--- src/rtl/mul255_serial.sv ---
// mul255_serial: rebuilds P = Y*255 = (Y<<8) - Y one byte per cycle with a
// registered borrow chain, then returns P[31:0] as two 16-bit halves.
// The overflow flag reports a non-zero P[39:32].
//
// Flag handshake:
//   Each flag is a one-cycle "advance" request that is honoured only in the
//   state that owns it. flg1 is used in IDLE, flg2 in LDM, flg3 in OUTM and
//   flg4 in OUTL. The FSM acts on the flag at the next rising edge.
//   Flags seen in any other state are ignored.
//   A flag held high moves the FSM forward by exactly one state per cycle.
module mul255_serial (
  input  logic        clk,
  input  logic        rst,
  input  logic [15:0] x,
  input  logic        flg1,
  input  logic        flg2,
  input  logic        flg3,
  input  logic        flg4,
  output logic [15:0] y,
  output logic        ovf,
  output logic        busy
);

  typedef enum logic [3:0] {
    IDLE, LDM, LDL, INIT, B0, B1, B2, B3, B4, OUTM, OUTL
  } state_t;

  state_t      cs;
  logic [31:0] yreg;
  // Only the low 32 bits of P are kept. Byte 4 of P exists only to drive ovf,
  // so it is taken straight from the chain in B4.
  logic [31:0] p;
  logic        b;

  logic [7:0]  opa;
  logic [7:0]  opb;
  logic [8:0]  diff;

  // Operand select for the current byte step: P_i = Y_(i-1) - Y_i - borrow.
  always_comb begin
    opa = 8'd0;
    opb = 8'd0;
    case (cs)
      B0: begin opa = 8'd0;         opb = yreg[7:0];   end
      B1: begin opa = yreg[7:0];    opb = yreg[15:8];  end
      B2: begin opa = yreg[15:8];   opb = yreg[23:16]; end
      B3: begin opa = yreg[23:16];  opb = yreg[31:24]; end
      B4: begin opa = yreg[31:24];  opb = 8'd0;        end
      default: begin opa = 8'd0;    opb = 8'd0;        end
    endcase
    // A 9-bit difference: bit 8 is set exactly when the byte step borrows.
    diff = {1'b0, opa} - {1'b0, opb} - {8'd0, b};
  end

  // FSM: state, operand capture, byte chain and the registered outputs.
  always_ff @(posedge clk) begin
    if (rst) begin
      cs   <= IDLE;
      yreg <= 32'd0;
      p    <= 32'd0;
      b    <= 1'b0;
      y    <= 16'd0;
      ovf  <= 1'b0;
      busy <= 1'b0;
    end else begin
      case (cs)
        IDLE: begin
          y   <= 16'd0;
          ovf <= 1'b0;
          if (flg1) begin
            cs   <= LDM;
            busy <= 1'b1;
          end
        end
        LDM: begin
          yreg[31:16] <= x;
          if (flg2) cs <= LDL;
        end
        LDL: begin
          yreg[15:0] <= x;
          cs         <= INIT;
        end
        INIT: begin
          p  <= 32'd0;
          b  <= 1'b0;
          cs <= B0;
        end
        B0: begin
          p[7:0] <= diff[7:0];
          b      <= diff[8];
          cs     <= B1;
        end
        B1: begin
          p[15:8] <= diff[7:0];
          b       <= diff[8];
          cs      <= B2;
        end
        B2: begin
          p[23:16] <= diff[7:0];
          b        <= diff[8];
          cs       <= B3;
        end
        B3: begin
          p[31:24] <= diff[7:0];
          b        <= diff[8];
          cs       <= B4;
        end
        B4: begin
          // Because 256*Y >= Y, the top byte never borrows, so its borrow is not kept.
          y   <= p[31:16];
          ovf <= (diff[7:0] != 8'd0);
          cs  <= OUTM;
        end
        OUTM: begin
          if (flg3) begin
            y  <= p[15:0];
            cs <= OUTL;
          end
        end
        OUTL: begin
          if (flg4) begin
            y    <= 16'd0;
            ovf  <= 1'b0;
            busy <= 1'b0;
            cs   <= IDLE;
          end
        end
        default: begin
          cs   <= IDLE;
          busy <= 1'b0;
        end
      endcase
    end
  end

endmodule

--- config.mk ---
export PLATFORM = sky130hd
export DESIGN_NAME = mul255_serial
export DESIGN_NICKNAME = d
export VERILOG_FILES = /design/src/rtl/mul255_serial.sv
export SDC_FILE = /design/constraint.sdc
export NUM_CORES = 1
export LEC_CHECK = 0
export CAP_MARGIN = 20
export CORE_MARGIN = 4
export CORE_UTILIZATION = 50
export DETAILED_ROUTE_END_ITERATION = 6
export PLACE_DENSITY = 0.82
export SYNTH_ARGS = -nofsm -noshare
export SYNTH_HDL_FRONTEND = slang
export SYNTH_SLANG_ARGS = --single-unit
--- constraint.sdc ---
create_clock -name clk -period 10.55 [get_ports clk]
set_input_delay 2.11 -clock clk [delete_from_list [all_inputs] [get_ports clk]]
set_output_delay 2.11 -clock clk [all_outputs]
set_load 0.005 [all_outputs]
# Yosys cells after proc, flatten, opt, wreduce, memory -nomap -nowiden
# Cells that the tools add are included.
[totals]
wordCells = 62
ff_bits = 87
input_bits = 22
out_inout_bits = 18
[classes]
bitwise_logic = 1
n_addsub = 2
eq_ne = 14
n_reduce_logical = 15
muxes = 19
[ops]
columns = ["cell", "count"]
rows = [
  ["16-bit case mux with 4 select lines", 1],
  ["8-bit case mux with 2 select lines", 4],
  ["8-bit case mux with 4 select lines", 2],
  ["4-bit case mux with 11 select lines", 1],
  ["16-bit 2-to-1 mux", 2],
  ["4-bit by 3-bit equality test with 1-bit output (second input constant)", 4],
  ["4-bit 2-to-1 mux", 4],
  ["4-bit equality test (second input constant)", 3],
  ["2-bit nonzero test", 5],
  ["9-bit OR reduction", 1],
  ["8-bit by 8-bit subtractor with 9-bit output", 1],
  ["9-bit by 1-bit subtractor with 9-bit output", 1],
  ["4-bit by 2-bit equality test with 1-bit output (second input constant)", 2],
  ["2-bit != test (second input constant)", 4],
  ["8-bit nonzero test", 1],
  ["1-bit case mux with 3 select lines", 2],
  ["3-bit AND reduction", 2],
  ["4-bit by 1-bit equality test with 1-bit output (second input constant)", 1],
  ["4-bit zero test", 1],
  ["4-bit AND reduction", 1],
  ["4-bit nonzero test", 1],
  ["4-bit OR reduction", 1],
  ["3-bit nonzero test", 1],
  ["1-bit 2-to-1 mux", 2],
  ["3 further kinds", 3],
]

# Logic depth before layout (Yosys ltp)
# Gate-level depths: netlist of the first run.
[logic_depth]
depth_word = 6
depth_mapped = 17
ltp_nobuf = 13

# Worst setup path before layout of the first run
# No wires, ideal clock.
[synth_path]
kind = "register to register"
start = "register cs[3]"
end = "register b"
t_arrival_ps = 3573
stages_incl_launch_ff = 15
setup_time_ps = 132
n_path_buf = 3
period_less_slack_ps = 3706
path_slack_ps = 6844
cell_sequence = "dfxtp_1 buf_2 nand2b_1 clkbuf_1 nor2_1 clkbuf_1 a221oi_1 fa_1 fa_1 nand2b_1 a21oi_1 o21ai_0 a21oi_1 nor4_1 or3b_2"
[synth_via]
elab_chain_cells = 5
[synth_lines]
columns = ["item", "line_no", "text"]
rows = [
  ["start, declared", "28", "state_t cs;"],
  ["start signal, assigned", "58", "cs <= IDLE;"],
  ["start signal, assigned", "71", "cs <= LDM;"],
  ["start signal, assigned", "77", "if (flg2) cs <= LDL;"],
  ["4-bit equality test or 4-bit by 3-bit equality test with 1-bit output (tied branches)", "43, 66", ""],
  ["8-bit case mux with 4 select lines", "43", "case (cs)"],
  ["8-bit by 8-bit subtractor with 9-bit output", "52", "diff = {1'b0, opa} - {1'b0, opb} - {8'd0, b};"],
  ["9-bit by 1-bit subtractor with 9-bit output", "52", ""],
  ["1-bit case mux with 2 select lines", "66", "case (cs)"],
  ["end signal, assigned", "90", "b <= diff[8];"],
  ["end signal, assigned", "95", "b <= diff[8];"],
  ["end signal, assigned", "100", "b <= diff[8];"],
  ["end, declared", "33", "logic b;"],
]
# Several ways; a longest one is shown, not always the timed one.
# A chain may end at the register's enable or synchronous reset.

# Final worst setup path of the first run
[layout_path]
start = "register cs[0]"
end = "register ovf"
[layout_via]
elab_chain_cells = 6
[layout_lines]
columns = ["item", "line_no", "text"]
rows = [
  ["4-bit equality test or 4-bit by 3-bit equality test with 1-bit output (tied branches)", "43, 66", ""],
  ["8-bit case mux with 4 select lines", "43", ""],
  ["8-bit by 8-bit subtractor with 9-bit output", "52", ""],
  ["9-bit by 1-bit subtractor with 9-bit output", "52", ""],
  ["8-bit nonzero test", "111", "ovf <= (diff[7:0] != 8'd0);"],
  ["1-bit case mux with 3 select lines", "66", ""],
  ["end signal, assigned", "111", ""],
  ["end, declared", "20", "output logic ovf,"],
]
# Several ways; a longest one is shown, not always the timed one.

==> results.json, run 1 <==
{
  "synth_area_leaders": "dfxtp_1, nand2_1, a22oi_1, a21oi_1, nor2_1",
  "cpMostUsedCell": "a31oi_1",
  "postRouteAntennaNets": 0,
  "cts_buffer_depth": 2,
  "drc": 0,
  "grt_pass1_wl_um": 18100,
  "cts.sinks": 87,
  "period_needed_ns": 4.64,
  "io_pins": 40,
  "synthArstFlopShare_pct": 0,
  "drt_iter0_markers": 288,
  "final_nets": 592,
  "numCtsBuffers": 9,
  "ys_seq_area_share_pct": 39.9,
  "synthCells": 539,
  "rsz0062_at_grt": "false",
  "ys_ff_latch": 87,
  "fillerInstances": 743,
  "hold_slack_ns": 0.455,
  "fin_cells": 666,
  "synth_edf_count": 0,
  "drv_cap": 0,
  "core_sq_um": 8340,
  "arrival_ns": 4.91,
  "grt_use_total_pct": 21.6,
  "irDropWorstVdd_uv": 104,
  "netlist.area_leader.share_pct": 39.9,
  "synth_top_cell_by_area": "dfxtp_1",
  "synth.distinct_cells": 49,
  "hpwl_um": 7200,
  "crit_buf_inv": 1,
  "layout_commonest_cell": "nand2_1",
  "first_pass_iters": 6,
  "grt_max_degree": 90,
  "path_max_fanout": 40,
  "leakage_nw": 1.78,
  "yosys_warnings": 0,
  "num_rows": 33,
  "viasPerCell": 6.05,
  "slew_headroom_pct": 31.9,
  "portBuffers": 39,
  "wirelength_um": 10600,
  "dpl.cell_count": 648,
  "post_cts_buffers": 0,
  "wire_per_inst_um": 16.0,
  "hold_violations": 0,
  "drive_gt1_share_pct": 7.84,
  "crit_slowest_cell": "dfxtp_2",
  "final_cell_mix": "nand2_1, dfxtp_1, a21oi_1, nor2_1, a22oi_1",
  "dpl-instance-area_sq_um": 4760,
  "antenna_found_initial": 0,
  "finalSetupViolCount": 0,
  "cts_resized": 0,
  "multi_input_area_sq_um": 2410,
  "worst_slack_ns": 5.91,
  "fmax_ghz": 0.216,
  "ys_dominant_reg_cell": "dfxtp_1",
  "synthesis.nets": 575,
  "fin_total_pwr_uw": 749,
  "outcome": "finished, final reports clean",
  "cpPeakStageDelay_ns": 0.99,
  "min_period_over_period_pct": 43.9,
  "die_h_um": 101,
  "clk_latency_ns": 0.37,
  "slew_viol_final": 0,
  "root_buffer": "clkbuf_8",
  "vias": 4029,
  "place.gp.congestion": 1.05,
  "htree_levels": 3,
  "utilization_pct": 59.9,
  "worstSetupStartpointType": "flip-flop",
  "cp.required_ns": 10.82,
  "cts_tree": "done",
  "worstMarginPinSlew_ns": 1.02,
  "hold_class": "reg -> reg",
  "syn_area_sq_um": 4370,
  "start_util_pct": 52.4,
  "die-area_sq_um": 10300,
  "die_x_um": 101,
  "seq_area_sq_um": 1740,
  "clk_pin_slew_ns": 0.09,
  "crit_type": "reg -> reg",
  "pre_cts_ws_ns": 5.64,
  "syn_area_per_cell_sq_um": 8.10,
  "grt_pass1_vias": 3931,
  "diodes": 0,
  "skew_ns": 0.0131,
  "cellPowerDensity_nw_per_um2": 150,
  "grt.overflow.total": 0,
  "path_cells": "nand2_1, nor2_1, buf_6, a221oi_1, fa_1, ha_1, or3b_2, a31oi_1, a31oi_1, xor2_1, nor2_2, a221oi_2",
  "fin_setup_tns_ns": 0,
  "critPathTopFamily": "simple AND/OR/NAND/NOR gates",
  "syn_to_final_growth_pct": 14.4,
  "cp-end-kind": "flip-flop",
  "stdcell_area_sq_um": 5000,
  "cts_hold_buf": 0
}
==> area by class of cell <==
| type | count | area share, % |
|---|---|---|
| clock buffers | 9 | 2.48 |
| clock inverters | 7 | 1.85 |
| inverters | 15 | 1.13 |
| multi-input cells | 398 | 48.3 |
| flip-flops and latches | 87 | 34.9 |
| well taps | 105 | 2.63 |
| repair buffers | 45 | 8.76 |
==> final timing paths <==
path	from	to	slack, ns	cells after the start
max	cs[0]$_SDFFE_PP0P_	ovf$_SDFFE_PP0P_	5.91	12
min	y[0]$_SDFFE_PP0P_	y[0]$_SDFFE_PP0P_	0.46	2
max reg2reg	cs[0]$_SDFFE_PP0P_	ovf$_SDFFE_PP0P_	5.91	12
min reg2reg	y[0]$_SDFFE_PP0P_	y[0]$_SDFFE_PP0P_	0.46	2
==> power breakdown <==
group	total (mW)	switching (mW)	internal [mW]
logic	0.122	0.0752	0.0471
clock network	0.248	0.133	0.115
registers	0.378	0.0332	0.345
total	0.749	0.242	0.507
==> kinds of logic after synthesis <==
logic type / synth area share [%]
and+or+nand+nor: 21.6
DFF: 39.9
buffers and inverters: 5.01
AOI/OAI and AO/OA: 21.3
xor gates and xnor gates: 1.40
muxes: 6.45
adders and majority gates: 4.35
==> synthesized netlist by cell type, types with 2 or more instances <==
master / instances
a22o_1: 2
a21oi_1: 64
a31oi_1: 2
o21ai_0: 8
mux2i_1: 18
a22oi_1: 51
a21o_1: 2
nor2_1: 54
nor4_1: 4
ha_1: 12
xor2_1: 6
inv_1: 15
nor2b_1: 3
clkbuf_1: 27
nor3_1: 4
o31ai_1: 2
buf_2: 7
nand2b_1: 8
mux2_2: 9
or3_1: 17
dfxtp_1: 87
o21a_1: 2
fa_1: 2
buf_1: 4
or3b_2: 2
nand2_1: 103
a221oi_1: 2
==> metal layers <==
layer,GRT usage [%],up-vias,routed length (um)
met5,0,-,0
met4,6.75,0,212
met3,5.10,28,687
met2,36.7,166,5230
met1,27.2,1911,4520
li1,-,1924,-
==> sequential cells by signal, indices dropped and copies added (netlist names) <==
register / count
b: 1
busy: 1
cs: 4
ovf: 1
p: 32
y: 16
yreg: 32
==> tightest hold or removal path: cells and delay by family (launching register included) <==
family | cells | cell delay, ns
compound gates | 1 | 0.05
flops | 1 | 0.32
simple gates | 1 | 0.05
Power figures use the tool's default switching activity.
==> inputs of run 2 (changes only) <==
==> constraint.sdc (replaced) <==
create_clock -name clk -period 4.4 [get_ports clk]
set_input_delay 0.88 -clock clk [delete_from_list [all_inputs] [get_ports clk]]
set_output_delay 0.88 -clock clk [all_outputs]
set_load 0.005 [all_outputs]
==> results.json, run 2 (synthesis results as in run 1) <==
{
  "cts_buffer_depth": 2,
  "drt_iter0_markers": 255,
  "hpwl_um": 7430,
  "crit_slowest_cell": "nor3_1",
  "path_max_fanout": 11,
  "critPathTopFamily": "simple AND/OR/NAND/NOR gates",
  "busiest_layer": "met2",
  "clk_pin_slew_ns": 0.09,
  "hold_path_startpoint": "y[4]$_SDFFE_PP0P_",
  "root_buffer": "clkbuf_8",
  "cp-end-kind": "flip-flop",
  "grt_max_degree": 55,
  "htree_levels": 3,
  "reg.largest.list": "p (32), yreg (32), y (16)",
  "postRouteAntennaNets": 0,
  "numCtsBuffers": 9,
  "grt_use_met2_pct": 34.9,
  "diodes": 0,
  "slew_viol_final": 0,
  "holdPathStages": 2,
  "cpMostUsedCell": "a31oi_1",
  "fmax_ghz": 0.239,
  "cts_resized": 0,
  "portBuffers": 39,
  "post_cts_buffers": 0,
  "fin_setup_tns_ns": 0,
  "worstSetupStartpointType": "flip-flop",
  "core_sq_um": 8340,
  "crit_buf_inv": 1,
  "cpPeakStageDelay_ns": 0.73,
  "period_needed_ns": 4.18,
  "final_nets": 600,
  "die_h_um": 101,
  "holdPathEnd": "y[4]$_SDFFE_PP0P_",
  "drv_cap": 0,
  "worstReg2RegStart": "cs[3]$_SDFFE_PP0P_",
  "antenna_found_initial": 0,
  "skew_ns": 0.0128,
  "finalSetupViolCount": 0,
  "num_rows": 33,
  "layout_commonest_cell": "nand2_1",
  "syn_to_final_growth_pct": 15.5,
  "worstMarginPinSlew_ns": 0.938,
  "die_x_um": 101,
  "globalRouteMet1Util_pct": 26.4,
  "drive_gt1_share_pct": 9.14,
  "viasPerCell": 5.90,
  "io_pins": 40,
  "drc": 0,
  "cp.required_ns": 4.67,
  "start_util_pct": 52.4,
  "cts_tree": "done",
  "place.gp.congestion": 1.01,
  "outcome": "finished, final reports clean",
  "arrival_ns": 4.45,
  "reg2reg_slack_ns": 0.22,
  "grt_pass1_vias": 3768,
  "worstReg2RegEnd": "ovf$_SDFFE_PP0P_",
  "grt_pass1_wl_um": 17600,
  "min_period_over_period_pct": 95.1,
  "hold_violations": 0,
  "path_cells": "nand2b_1, buf_4, nor3_1, a22o_1, a221oi_1, fa_1, ha_1, or3b_2, a31oi_1, a31oi_1, xor2_1, nor2_2, a221oi_2",
  "leakage_nw": 1.83,
  "irDropWorstVdd_uv": 224,
  "rsz0062_at_grt": "false",
  "cts_hold_buf": 0,
  "first_pass_iters": 5,
  "wire_per_inst_um": 15.5,
  "slew_headroom_pct": 37.0,
  "reg2reg_depth": 13,
  "final_cell_mix": "nand2_1, dfxtp_1, a21oi_1, nor2_1, a22oi_1",
  "hold_class": "reg -> reg",
  "grt_use_total_pct": 21.0,
  "wirelength_um": 10500,
  "vias": 3976,
  "cts.sinks": 87,
  "crit_type": "reg -> reg",
  "cellPowerDensity_nw_per_um2": 352,
  "clk_latency_ns": 0.36,
  "grt.overflow.total": 0,
  "die-area_sq_um": 10300,
  "hold_slack_ns": 0.453,
  "use_met3_pct": 5.10
}
[run 2: changes by cell type in the layout (fill, tap and decap cells not counted)]
cell	delta
clkinv_8	-1
clkinvlp_4	-1
clkinv_2	+1
buf_6	-1
clkinv_4	+1
inv_6	+1
inv_8	-2
buf_4	+9
clkbuf_8	+1
[run 2: final cells by class]
class / count / area [sq um]
flip-flops and latches: 87 / 1740
multi-input cells: 398 / 2410
inverters: 15 / 56.3
clock buffers: 10 / 138
repair buffers: 53 / 494
clock inverters: 6 / 68.8
well taps: 105 / 131
fillers: 753 / 3300
[run 2: worst max-delay path by stage]
stage	startpoint	endpoint	cells after the start
finish	cs[3]$_SDFFE_PP0P_	ovf$_SDFFE_PP0P_	13
global route	cs[3]$_SDFFE_PP0P_	ovf$_SDFFE_PP0P_	13
CTS	cs[0]$_SDFFE_PP0P_	ovf$_SDFFE_PP0P_	12
detailed placement	cs[0]$_SDFFE_PP0P_	ovf$_SDFFE_PP0P_	12
global placement	cs[0]$_SDFFE_PP0P_	ovf$_SDFFE_PP0P_	12
floorplan	cs[3]$_SDFFE_PP0P_	b$_SDFFE_PP0P_	14
[run 2: stage by stage]
| stage | total power, mW | area [sq um] | std cells | setup slack, ns | util (%) |
|---|---|---|---|---|---|
| after floorplan | 1.13 | 4370 | 539 | 0.694 | - |
| after global placement | 1.21 | 4830 | 657 | 0.237 | 57.9 |
| after detailed placement | 1.22 | 4830 | 657 | 0.107 | 57.9 |
| after CTS | 1.79 | 5030 | 673 | 0.0253 | 60.4 |
| after global routing | 1.87 | 5040 | 674 | 0.00890 | 60.5 |
| final | 1.78 | 5040 | 674 | 0.217 | 60.5 |
[run 2: power breakdown]
group,internal (mW),total [mW],switching (mW)
sequential,0.827,0.866,0.0395
combinational,0.119,0.340,0.221
clock,0.281,0.571,0.290
[run 2: worst min-delay path, stage by stage (launching register included)]
cell and delay, ns:
dfxtp_1 0.32, nand2_1 0.05, a21oi_1 0.05
[run 2: per-layer routing]
layer | part of all wire, % | vias to the layer above
met2 | 49 | 163
met5 | 0 | -
met3 | 6.7 | 23
met4 | 1.8 | 0
li1 | - | 1941
met1 | 42 | 1849
==> inputs of run 3 (changes only) <==
==> constraint.sdc (replaced) <==
create_clock -name clk -period 4.4 [get_ports clk]
set_input_delay 0.88 -clock clk [delete_from_list [all_inputs] [get_ports clk]]
set_output_delay 0.88 -clock clk [all_outputs]
set_load 0.01 [all_outputs]
==> results of run 3 <==
Same layout as run 2 (identical final DEF). Status: finished, final reports clean.
